File: src/rtl/sys_debug_scanner.sv
// Debug scanner: optional PC load, steps SYS output_sel through every view, snapshots the
// LED word per view and streams the snapshot out over valid/ready. Optional: DBG_FREEZE_EN.
module sys_debug_scanner #(
    parameter int NUM_SEL    = 8,
    parameter int SETTLE_CYC = 2,
    parameter int LED_W      = 27
) (
    input  logic             SYS_clk,
    input  logic             SYS_reset,
    input  logic             DBG_start,
    input  logic             DBG_load_req,
    input  logic [7:0]       DBG_pc_val,
    output logic [7:0]       DBG_output_sel,
    output logic             DBG_load,
    output logic [7:0]       DBG_pc_val_out,
    input  logic [LED_W-1:0] DBG_leds_in,
    output logic             DBG_busy,
    output logic             DBG_word_valid,
    input  logic             DBG_word_ready,
    output logic [2:0]       DBG_word_sel,
    output logic [LED_W-1:0] DBG_word_data,
    output logic             DBG_done
);

`ifdef DBG_FREEZE_EN
    typedef enum logic [2:0] {IDLE, LOAD, PREP, CAPTURE, DRAIN} state_t;
    localparam state_t SCAN_ENTRY = PREP;
`else
    typedef enum logic [1:0] {IDLE, LOAD, CAPTURE, DRAIN} state_t;
    localparam state_t SCAN_ENTRY = CAPTURE;
`endif

    localparam int             SW          = (SETTLE_CYC > 1) ? $clog2(SETTLE_CYC) : 1;
    localparam logic [SW-1:0]  SETTLE_LAST = SW'(SETTLE_CYC - 1);
    localparam logic [2:0]     SEL_LAST    = 3'(NUM_SEL - 1);
    localparam logic [3:0]     WORD_END    = 4'(NUM_SEL);

    state_t            state_q, state_d;
    logic [2:0]        sel_q;
    logic [SW-1:0]     settle_q;
    logic [3:0]        idx_q;
    logic [7:0]        pc_q;
    logic [LED_W-1:0]  snap_q [NUM_SEL];
    logic              settle_done;
`ifdef DBG_FREEZE_EN
    logic [7:0]        frozen_q;
`endif

    assign settle_done = (settle_q == SETTLE_LAST);
    assign DBG_busy    = (state_q != IDLE);

    // NOTE: every output and state_d gets a default first so no path through the case infers a latch.
    always_comb begin
        state_d        = state_q;
        DBG_output_sel = '0;
        DBG_load       = 1'b0;
        DBG_pc_val_out = '0;
        DBG_word_valid = 1'b0;
        DBG_word_sel   = '0;
        DBG_word_data  = '0;
        DBG_done       = 1'b0;
        case (state_q)
            IDLE: begin
                if (DBG_start) state_d = DBG_load_req ? LOAD : SCAN_ENTRY;
            end
            LOAD: begin
                DBG_load       = 1'b1;
                DBG_pc_val_out = pc_q;
                state_d        = SCAN_ENTRY;
            end
`ifdef DBG_FREEZE_EN
            PREP: begin
                // View 7 exposes the PC on leds[15:8]; it is captured as the frozen PC.
                DBG_output_sel = 8'd7;
                state_d        = CAPTURE;
            end
`endif
            CAPTURE: begin
                DBG_output_sel = {5'b0, sel_q};
`ifdef DBG_FREEZE_EN
                DBG_load       = 1'b1;
                DBG_pc_val_out = frozen_q;
`endif
                if (settle_done && sel_q == SEL_LAST) state_d = DRAIN;
            end
            DRAIN: begin
                // idx_q == WORD_END marks the one-cycle done slot after the last transfer.
                if (idx_q == WORD_END) begin
                    DBG_done = 1'b1;
                    state_d  = IDLE;
                end else begin
                    DBG_word_valid = 1'b1;
                    DBG_word_sel   = idx_q[2:0];
                    DBG_word_data  = snap_q[idx_q[2:0]];
                end
            end
            default: state_d = IDLE;
        endcase
    end

    // NOTE: sequential state uses non-blocking assignments so every register samples pre-edge values.
    always_ff @(posedge SYS_clk or posedge SYS_reset) begin
        if (SYS_reset) begin
            state_q  <= IDLE;
            sel_q    <= '0;
            settle_q <= '0;
            idx_q    <= '0;
            pc_q     <= '0;
`ifdef DBG_FREEZE_EN
            frozen_q <= '0;
`endif
            // NOTE: the snapshot buffer is reset so a discarded partial scan can never leak out later.
            for (int i = 0; i < NUM_SEL; i++) snap_q[i] <= '0;
        end else begin
            state_q <= state_d;
            if (state_q == IDLE && DBG_start) pc_q <= DBG_pc_val;
`ifdef DBG_FREEZE_EN
            if (state_q == PREP) frozen_q <= DBG_leds_in[15:8];
`endif
            if (state_q == CAPTURE) begin
                if (settle_done) begin
                    snap_q[sel_q] <= DBG_leds_in;
                    settle_q      <= '0;
                    sel_q         <= sel_q + 3'd1;
                end else begin
                    settle_q <= settle_q + SW'(1);
                end
            end else begin
                sel_q    <= '0;
                settle_q <= '0;
            end
            if (state_q == DRAIN) begin
                if (idx_q != WORD_END && DBG_word_ready) idx_q <= idx_q + 4'd1;
            end else begin
                idx_q <= '0;
            end
        end
    end

endmodule

File: config.mk
export PLATFORM = sky130hd
export DESIGN_NAME = sys_debug_scanner
export DESIGN_NICKNAME = d
export VERILOG_FILES = /design/src/rtl/sys_debug_scanner.sv
export SDC_FILE = /design/constraint.sdc
export NUM_CORES = 1
export LEC_CHECK = 0
export CAP_MARGIN = 20
export CORE_AREA = 5 5 151 139
export DETAILED_ROUTE_END_ITERATION = 8
export DIE_AREA = 0 0 156 144
export GPL_TIMING_DRIVEN = 0
export PLACE_DENSITY = 0.79
export SKIP_CTS_REPAIR_TIMING = 1
export SYNTH_ARGS = -nofsm -noshare
export SYNTH_HDL_FRONTEND = slang
export SYNTH_SLANG_ARGS = --single-unit
export TNS_END_PERCENT = 1
File: constraint.sdc
create_clock -name SYS_clk -period 9 [get_ports SYS_clk]
set_input_delay 1.8 -clock SYS_clk [delete_from_list [all_inputs] [get_ports SYS_clk]]
set_output_delay 1.8 -clock SYS_clk [all_outputs]
set_load 0.01 [all_outputs]
==> out/summary.txt, run 1 <==
Std cell rows = 49
CTS tree = yes
Vias per cell = 5.841
Place WS = 4.022 ns
Syn avg cell area = 14.05 um2
Worst Setup Start Kind = flip-flop
RSZ-0062 raised after global routing = false
Layout cells sized above 1 = 0.4002
Cell count after synthesis = 781
Hold WC Path Type = reg -> reg
Synth warn = 0
Total core area = 0.01943 mm2
Crit path DAT = 3.80 ns
Vias in the first global route = 7265
CP top delay family = buffers and inverters
CTS Sinks = 234
Crit. End Element = output port
Cell area after placement = 0.01221 mm2
Cell breakdown of the critical path = buf_2, buf_2, inv_1, ha_1, nand3b_1, nand2_1, clkbuf_1, nor3_1, clkdlybuf4s50_1
DP HPWL = 16110 um
Die height = 144 um
Gr ovfl total = 0
Most frequent cells in the layout = mux2_2, dfrtp_1, clkdlybuf4s50_1, mux2i_1
Buffers on Ports = 84
Initial Util = 0.5647
Final worst slack = 3.402 ns
Total wire length = 25240 um
Outcome = finished, final reports clean
Layout net count = 947
Drt initial violations = 412
Post-route antenna net violation count = 0
Number of antenna violations at the first check in global routing = 0
H-tree depth = 1
Max stage delay on crit path = 0.63 ns
Largest net degree at the start of global routing = 103
Drt first pass iters = 4
Dpl cells = 1126
Finish-stage setup viols = 0
Max Root-Sink Buffers = 3
Finished Layout Cells = 1172
Synth cell types = 33
Wire per inst = 21.53 um
Drc violations = 0
Setup TNS = 0 ns
Fin area = 0.01304 mm2
Tot Pwr = 3.191 mW
I/O pins = 90
Routability cong. = 0.7786
Leading cell type in the layout, fill and taps excluded = mux2_2
Worst Hold Slack = 0.4957 ns
Worst-Skew Late Latency = 0.52 ns
Die X = 156 um
WP buf/inv = 5
Antenna Cells = 0
Die area = 0.02246 mm2
Total of max-cap violations = 0
Slew headroom = 0.4319
Leak Pwr = 6.134 nW
FF+latch count, synth = 234
Max Slew Vio Count = 0
Critical Path Most Common Cell = buf_2
Crit path time final = 5.598 ns
Crit-path max FO = 10
Fin crit share = 0.6220
Filler cells = 1427
Worst vdd ir = 0.1224 mV
Mapped cell area = 0.01097 mm2
R2R setup slack = 6.46 ns
Final Hold Vio Count = 0
DR vias = 6846
Root Driver = clkbuf_16
Area Growth Syn to Fin = 18.81%
GRT Total Usage = 0.2288
TritonCTS Buffers = 25
Utilization after layout = 0.6709
Layout Skew = 0.008440 ns
Clock-pin slew on the worst setup and hold paths = 0.06 ns
Slowest CP cell = clkdlybuf4s50_1
Pwr dens = 244.7 mW/mm2
Classification of the worst setup path = reg -> out
Peak Freq = 0.1786 GHz
Sequential area share after synthesis = 0.5336
Global-route wire length before repair = 40470 um
Critical Path RT = 7.20 ns
Slew @ Worst Pin = 0.8522 ns
==> metal layers <==
layer / vias to the layer above / track usage / wire (um)
li1: 3081 / - / -
met4: 0 / 0.04744 / 410
met5: - / 0 / 0
met3: 35 / 0.02723 / 968
met1: 3589 / 0.3364 / 11760
met2: 141 / 0.3724 / 12100
==> path summary, 6_finish.rpt <==
path | from | end | cells after the start
max | idx_q[0] | DBG_word_data[26] | 9
min | pc_q[5] | pc_q[5] | 1
max reg2reg | state_q[0] | snap_q[45] | 7
min reg2reg | pc_q[5] | pc_q[5] | 1
max in group asynchronous | SYS_reset | snap_q[32] | 4
min in group asynchronous | SYS_reset | pc_q[2] | 2
==> where the power goes <==
group | internal, mW | switching, mW | total, mW
sequential | 1.22 | 0.0848 | 1.30
combinational | 0.470 | 0.391 | 0.861
clock | 0.610 | 0.418 | 1.03
==> cells in the mapped netlist <==
cell / count / area (um2)
a21oi_1: 2 / 10.01
a222oi_1: 1 / 10.01
a22o_1: 27 / 236.5
and2_1: 13 / 81.33
and3b_1: 1 / 8.760
buf_1: 1 / 3.750
buf_12: 2 / 40.04
buf_2: 23 / 115.1
buf_4: 6 / 45.04
buf_6: 4 / 45.04
clkbuf_1: 16 / 60.06
conb_1: 1 / 3.750
dfrtp_1: 234 / 5856
ha_1: 9 / 112.6
inv_1: 11 / 41.29
mux2_2: 271 / 3052
mux2_4: 8 / 120.1
mux2i_1: 60 / 600.6
nand2_1: 5 / 18.77
nand2b_1: 3 / 18.77
nand3_1: 3 / 15.01
nand3_4: 1 / 17.52
nand3b_1: 1 / 7.510
nand3b_4: 1 / 20.02
nand4_1: 1 / 6.260
nor2_1: 6 / 22.52
nor2_2: 6 / 37.54
nor2b_1: 4 / 25.02
nor3_1: 27 / 135.1
o21ai_0: 2 / 10.01
o22ai_1: 27 / 168.9
or3_1: 2 / 12.51
xor2_1: 2 / 17.52
==> final cells by class <==
class | count | area (um2) | area share
sequential | 234 | 5856 | 0.4491
clock buffer | 34 | 709.4 | 0.05441
clock inverter | 12 | 117.6 | 0.009020
inverter | 11 | 48.80 | 0.003742
buffer | 52 | 309.0 | 0.02370
timing repair buffer | 86 | 895.9 | 0.06871
tap | 255 | 319.1 | 0.02447
multi-input combinational | 488 | 4783 | 0.3669
==> state kept, by name, summed over array words and instances (netlist names) <==
name         cells
settle_done      1
state_q          2
idx_q            4
pc_q             8
snap_q         216
sel_q            3
==> cells by family (layout without fill, tap and decap cells) <==
kind of cell / count (synthesis) / after routing / share of synthesized area
buffers and inverters: 63 / 195 / 0.03192
xor gates and xnor gates: 2 / 2 / 0.001596
AOI/OAI and AO/OA: 59 / 59 / 0.03968
other: 1 / 5 / 0.0003417
adders and majority gates: 9 / 9 / 0.01026
muxes: 339 / 339 / 0.3437
and+or+nand+nor: 74 / 74 / 0.03888
DFF: 234 / 234 / 0.5336
Power figures use the tool's default switching activity.
==> inputs of run 2 (changes only) <==
--- a/config.mk
+++ b/config.mk
@@ -6,11 +6,11 @@
 export NUM_CORES = 1
 export LEC_CHECK = 0
 export CAP_MARGIN = 20
-export CORE_AREA = 5 5 151 139
+export CORE_AREA = 5 5 158 145
 export DETAILED_ROUTE_END_ITERATION = 8
-export DIE_AREA = 0 0 156 144
+export DIE_AREA = 0 0 163 150
 export GPL_TIMING_DRIVEN = 0
-export PLACE_DENSITY = 0.79
+export PLACE_DENSITY = 0.76
 export SKIP_CTS_REPAIR_TIMING = 1
 export SYNTH_ARGS = -nofsm -noshare
 export SYNTH_HDL_FRONTEND = slang
==> constraint.sdc (replaced) <==
create_clock -name SYS_clk -period 5 [get_ports SYS_clk]
set_input_delay 1 -clock SYS_clk [delete_from_list [all_inputs] [get_ports SYS_clk]]
set_output_delay 1 -clock SYS_clk [all_outputs]
set_load 0.01 [all_outputs]
==> out/summary.txt, run 2 (synthesis gave the netlist of run 1 again) <==
Top Metal Used = met4
Vias per cell = 5.594 (-4.2%)
Area Growth Syn to Fin = 19.51%
Slowest CP cell = clkdlybuf4s50_1
GRT Total Usage = 0.2108 (-0.01807)
DR vias = 6758 (-1.3%)
Critical Path Most Common Cell = buf_2
Met1 WL = 11980 um (+1.8%)
Number of antenna violations at the first check in global routing = 0 (unchanged)
DP HPWL = 16540 um (+2.6%)
RSZ-0062 raised after global routing = false
Crit path DAT = 3.73 ns (-0.07 ns)
Dpl cells = 1166 (+3.6%)
Slew headroom = 0.3625 (-0.06935)
Worst-Skew Late Latency = 0.51 ns (about the same)
Finished Layout Cells = 1208 (+3.1%)
Sequential cell area = 0.005856 mm2 (unchanged)
Total of max-cap violations = 0 (unchanged)
Clock-pin slew on the worst setup and hold paths = 0.06 ns (about the same)
Crit-path max FO = 10 (unchanged)
Buffers on Ports = 84 (unchanged)
Layout cells sized above 1 = 0.3969 (-0.003272)
Drt initial violations = 347 (-16%)
Root Driver = clkbuf_16
Std cell rows = 51 (+4.1%)
Die height = 150 um (+4.2%)
Gr ovfl total = 0 (unchanged)
Crit path time final = 4.734 ns
Outcome = finished, final reports clean
Reg2Reg Depth = 7 (unchanged)
Final worst slack = 0.2656 ns (-3.136 ns)
Vias in the first global route = 7151 (-1.6%)
Drc violations = 0 (unchanged)
CTS Sinks = 234 (unchanged)
Cell area after placement = 0.01232 mm2 (+0.87%)
Largest net degree at the start of global routing = 41 (-60%)
Multi-input gate area = 0.004783 mm2 (unchanged)
Die area = 0.02445 mm2 (+8.8%)
Layout Skew = 0.01190 ns (+0.003456 ns)
Layout net count = 951 (+0.42%)
Pwr dens = 433.3 mW/mm2 (+77%)
Max reg flops = 216 (unchanged)
Classification of the worst setup path = reg -> out
Worst Hold Slack = 0.4974 ns (+0.001693 ns)
Finish-stage setup viols = 0 (unchanged)
Final Hold Vio Count = 0 (unchanged)
R2R setup slack = 2.40 ns (-4.06 ns)
Crit Reg-Reg Startpoint = state_q[0]
FF-to-FF End = snap_q[42]
Total wire length = 25310 um (+0.28%)
Peak Freq = 0.2112 GHz
Max Slew Vio Count = 0 (unchanged)
Global-route wire length before repair = 40360 um (-0.27%)
Worst Setup Start Kind = flip-flop
Largest Register = snap_q
TritonCTS Buffers = 25 (unchanged)
Top Registers = snap_q: 216 flops, pc_q: 8 flops, idx_q: 4 flops
Length of routed met3 wiring = 791 um (-18%)
Crit path launch = idx_q[0]
CTS tree = yes
Max Root-Sink Buffers = 3 (unchanged)
Antenna Cells = 0 (unchanged)
Slew @ Worst Pin = 0.9527 ns (+0.1005 ns)
H-tree depth = 1 (unchanged)
Wire per inst = 20.95 um (-2.7%)
Detail Route met2 WL = 12050 um (-0.41%)
Routability cong. = 0.7309 (-6.1%)
Fin area = 0.01312 mm2 (+0.59%)
Place WS = 0.7961 ns (-3.226 ns)
Filler cells = 1687 (+18%)
Initial Util = 0.5180 (-0.04666)
Fin crit share = 0.9469
Hold WC Path Type = reg -> reg
Critical Path RT = 4.00 ns (-3.20 ns)
Post-route antenna net violation count = 0 (unchanged)
Leading cell type in the layout, fill and taps excluded = mux2_2
Drt first pass iters = 4 (unchanged)
Leak Pwr = 6.134 nW (about the same)
Worst vdd ir = 0.3163 mV (+160%)
I/O pins = 90 (unchanged)
Max stage delay on crit path = 0.62 ns (about the same)
Total core area = 0.02119 mm2 (+9.0%)
Cell breakdown of the critical path = buf_2, buf_2, inv_1, ha_1, nand3b_1, nand2_1, clkbuf_1, nor3_1, clkdlybuf4s50_1
Crit. End Element = output port
Die X = 163 um (+4.5%)
Crit path to = DBG_word_data[12]
Most frequent cells in the layout = mux2_2, dfrtp_1, clkdlybuf4s50_1, mux2i_1
run 2: how the worst min path moves through the flow:
| stage | from | endpoint | cells past startpoint |
|---|---|---|---|
| 6_report | pc_q[3] | pc_q[3] | 1 |
| 5_1_grt | snap_q[12] | snap_q[12] | 1 |
| 3_3_place_gp | pc_q[0] | pc_q[0] | 1 |
| 4_1_cts | pc_q[1] | pc_q[1] | 1 |
| 2_1_floorplan | pc_q[0] | pc_q[0] | 1 |
| 3_5_place_dp | pc_q[2] | pc_q[2] | 1 |
run 2: where the power goes:
| group | switching, mW | leakage, nW | internal (mW) | total (mW) |
|---|---|---|---|---|
| registers | 0.148 | 3.11 | 2.19 | 2.34 |
| clock network | 0.706 | 0.392 | 1.08 | 1.79 |
| logic | 0.705 | 2.64 | 0.851 | 1.56 |
| total | 1.56 | 6.13 | 4.12 | 5.68 |
run 2: area by class of cell:
class / instances / area share
buffer: 52 / 0.02356
multi-input combinational: 488 / 0.3647
clock inverter: 2 / 0.002671
clock buffer: 40 / 0.05810
tap: 291 / 0.02776
timing repair buffer: 90 / 0.07327
inverter: 11 / 0.003434
sequential: 234 / 0.4465
run 2: per-layer routing:
layer,track usage,vias to the layer above
met3,0.02424,36
met1,0.3057,3527
met2,0.3423,107
li1,-,3088
met5,0,-
met4,0.05115,0
run 2: per-stage QoR:
stage | util | TNS (ns) | power [mW]
after CTS | 0.6191 | 0 | 5.732
after floorplan | - | 0 | 3.387
after global placement | 0.5758 | -197.73 | 3.882
final | 0.6191 | 0 | 5.682
after detailed placement | 0.5814 | 0 | 3.929
after global routing | 0.6191 | 0 | 5.959
run 2: critical path, delay by kind of cell (launching register included):
family | cells | cell delay [ns]
buf+inv | 5 | 1.73
simple gates | 3 | 0.86
fa+ha+maj | 1 | 0.23
flops | 1 | 0.42
==> inputs of run 3 (changes only) <==
--- a/config.mk
+++ b/config.mk
@@ -9,7 +9,7 @@
 export CORE_AREA = 5 5 158 145
 export DETAILED_ROUTE_END_ITERATION = 8
 export DIE_AREA = 0 0 163 150
-export GPL_TIMING_DRIVEN = 0
+export GPL_TIMING_DRIVEN = 1
 export PLACE_DENSITY = 0.76
 export SKIP_CTS_REPAIR_TIMING = 1
 export SYNTH_ARGS = -nofsm -noshare
==> out/summary.txt, run 3 (synthesis gave the netlist of run 1 again) <==
Worst vdd ir = 0.2748 mV (-13%)
Post-route antenna net violation count = 0 (unchanged)
Classification of the worst setup path = reg -> out
Drt initial violations = 385 (+11%)
Most frequent cells in the layout = mux2_2, dfrtp_1, clkdlybuf4s50_1, mux2i_1
Largest Register = snap_q
Clock-pin slew on the worst setup and hold paths = 0.06 ns (about the same)
CTS tree = yes
Flop pwr share = 0.421 (+0.010)
Wire per inst = 20.35 um (-2.9%)
Critical Path RT = 4.00 ns (about the same)
Die area = 0.02445 mm2 (unchanged)
GR Util met2 = 0.3249 (-0.01743)
Routing usage on met3 = 0.02699 (+0.002754)
RSZ-0062 raised after global routing = false
Total wire length = 23630 um (-6.6%)
H-tree depth = 1 (unchanged)
Cell area after placement = 0.01205 mm2 (-2.2%)
Final Hold Vio Count = 0 (unchanged)
Slew @ Worst Pin = 1.111 ns (+0.1579 ns)
Logic pwr share = 0.259 (-0.015)
Die X = 163 um (unchanged)
Finished Layout Cells = 1161 (-3.9%)
Area Growth Syn to Fin = 16.99%
Vias in the first global route = 6918 (-3.3%)
Drt first pass iters = 4 (unchanged)
Cell breakdown of the critical path = inv_1, ha_1, nand3b_1, nand2_1, buf_4, nor3_1, clkdlybuf4s50_1
TritonCTS Buffers = 25 (unchanged)
Layout Skew = 0.009791 ns (-0.002105 ns)
Buffers on Ports = 84 (unchanged)
CP top delay family = buffers and inverters
Max stage delay on crit path = 0.69 ns (+0.07 ns)
Max reg flops = 216 (unchanged)
Dpl cells = 1122 (-3.8%)
Leak Pwr = 5.918 nW (-3.5%)
Vias per cell = 5.594 (about the same)
Slew headroom = 0.2579 (-0.1047)
GRT Total Usage = 0.1962 (-0.01453)
I/O pins = 90 (unchanged)
Gr ovfl total = 0 (unchanged)
CTS Sinks = 234 (unchanged)
Root Driver = clkbuf_16
Crit-path max FO = 28 (+18)
Worst-Skew Late Latency = 0.51 ns (about the same)
Top Registers = snap_q: 216 flops, pc_q: 8 flops, idx_q: 4 flops
Routability cong. = 0.7555 (+3.4%)
WP buf/inv = 3 (-2)
Crit path time final = 4.577 ns (-0.1575 ns)
Hold WC Path Type = reg -> reg
Fin area = 0.01284 mm2 (-2.1%)
GRT met1 Usage = 0.2772 (-0.02854)
Clock power frac = 0.320 (+0.005)
DP HPWL = 13730 um (-17%)
Initial Util = 0.5180 (unchanged)
Total of max-cap violations = 0 (unchanged)
Total core area = 0.02119 mm2 (unchanged)
Int Power = 4.105 mW (-0.45%)
Std cell rows = 51 (unchanged)
Crit. End Element = output port
Sw frac = 0.2722 (-0.002171)
Worst hold start = pc_q[5]
Slowest CP cell = dfrtp_4
Outcome = finished, final reports clean
Die height = 150 um (unchanged)
Antenna Cells = 0 (unchanged)
DR vias = 6495 (-3.9%)
NetSw = 1.535 mW (-1.5%)
Finish-stage setup viols = 0 (unchanged)
Crit path launch = idx_q[0]
Drc violations = 0 (unchanged)
Number of antenna violations at the first check in global routing = 0 (unchanged)
Max Root-Sink Buffers = 3 (unchanged)
Pwr dens = 439.3 mW/mm2 (+1.4%)
Worst Setup Start Kind = flip-flop
Setup TNS = 0 ns (unchanged)
Largest net degree at the start of global routing = 138 (+240%)
Fin crit share = 0.9154 (-0.03150)
GRT busiest layer = met2
Peak Freq = 0.2185 GHz (+3.4%)
Global-route wire length before repair = 38210 um (-5.3%)
Layout cells sized above 1 = 0.3920 (-0.004993)
Layout net count = 907 (-4.6%)
Crit path DAT = 3.58 ns (-0.15 ns)
Crit Reg-Reg Startpoint = state_q[0]
Leading cell type in the layout, fill and taps excluded = mux2_2
Max Slew Vio Count = 0 (unchanged)
run 3: layout make-up:
class                           instances  area, um2
Sequential cell                       234       5859
Timing Repair Buffer                   98      958.4
Clock buffer                           31      668.1
Clock inverter                          8      123.9
Fill cell                            1680       8347
Tap cell                              291      364.1
Inverter                               11      45.04
Multi-Input combinational cell        488       4820
run 3: worst paths after layout:
kind | depth (start not counted) | end | slack (ns)
max | 7 | DBG_word_data[9] | 0.42
min | 1 | pc_q[5] | 0.50
max reg2reg | 5 | snap_q[16] | 2.37
min reg2reg | 1 | pc_q[5] | 0.50
max in group asynchronous | 3 | idx_q[0] | 3.31
min in group asynchronous | 3 | snap_q[92] | 1.07
run 3: stage by stage:
stage	utilization	setup slack [ns]	hold WS (ns)	total power, mW
after floorplan	-	0.9361	0.4713	3.387
after global placement	0.5686	0.9293	0.4813	3.843
after detailed placement	0.5686	0.8744	0.4871	3.875
after CTS	0.6060	0.3311	0.5004	5.695
after global routing	0.6060	0.1690	0.5118	5.921
final	0.6060	0.4231	0.4982	5.640
run 3: metal layers:
metal | up-vias | routed length, um
met5 | - | 0
met4 | 0 | 443
met3 | 30 | 899
met2 | 113 | 11570
met1 | 3362 | 10710
li1 | 2990 | -
run 3: power by group through the flow:
stage          logic (mW)  clock network (mW)  registers, mW
6_report             1.46                1.80           2.38
5_1_grt              1.60                1.91           2.41
4_1_cts              1.48                1.84           2.37
3_5_place_dp         1.47                   0           2.40
3_3_place_gp         1.46                   0           2.39
2_1_floorplan        1.06                   0           2.33
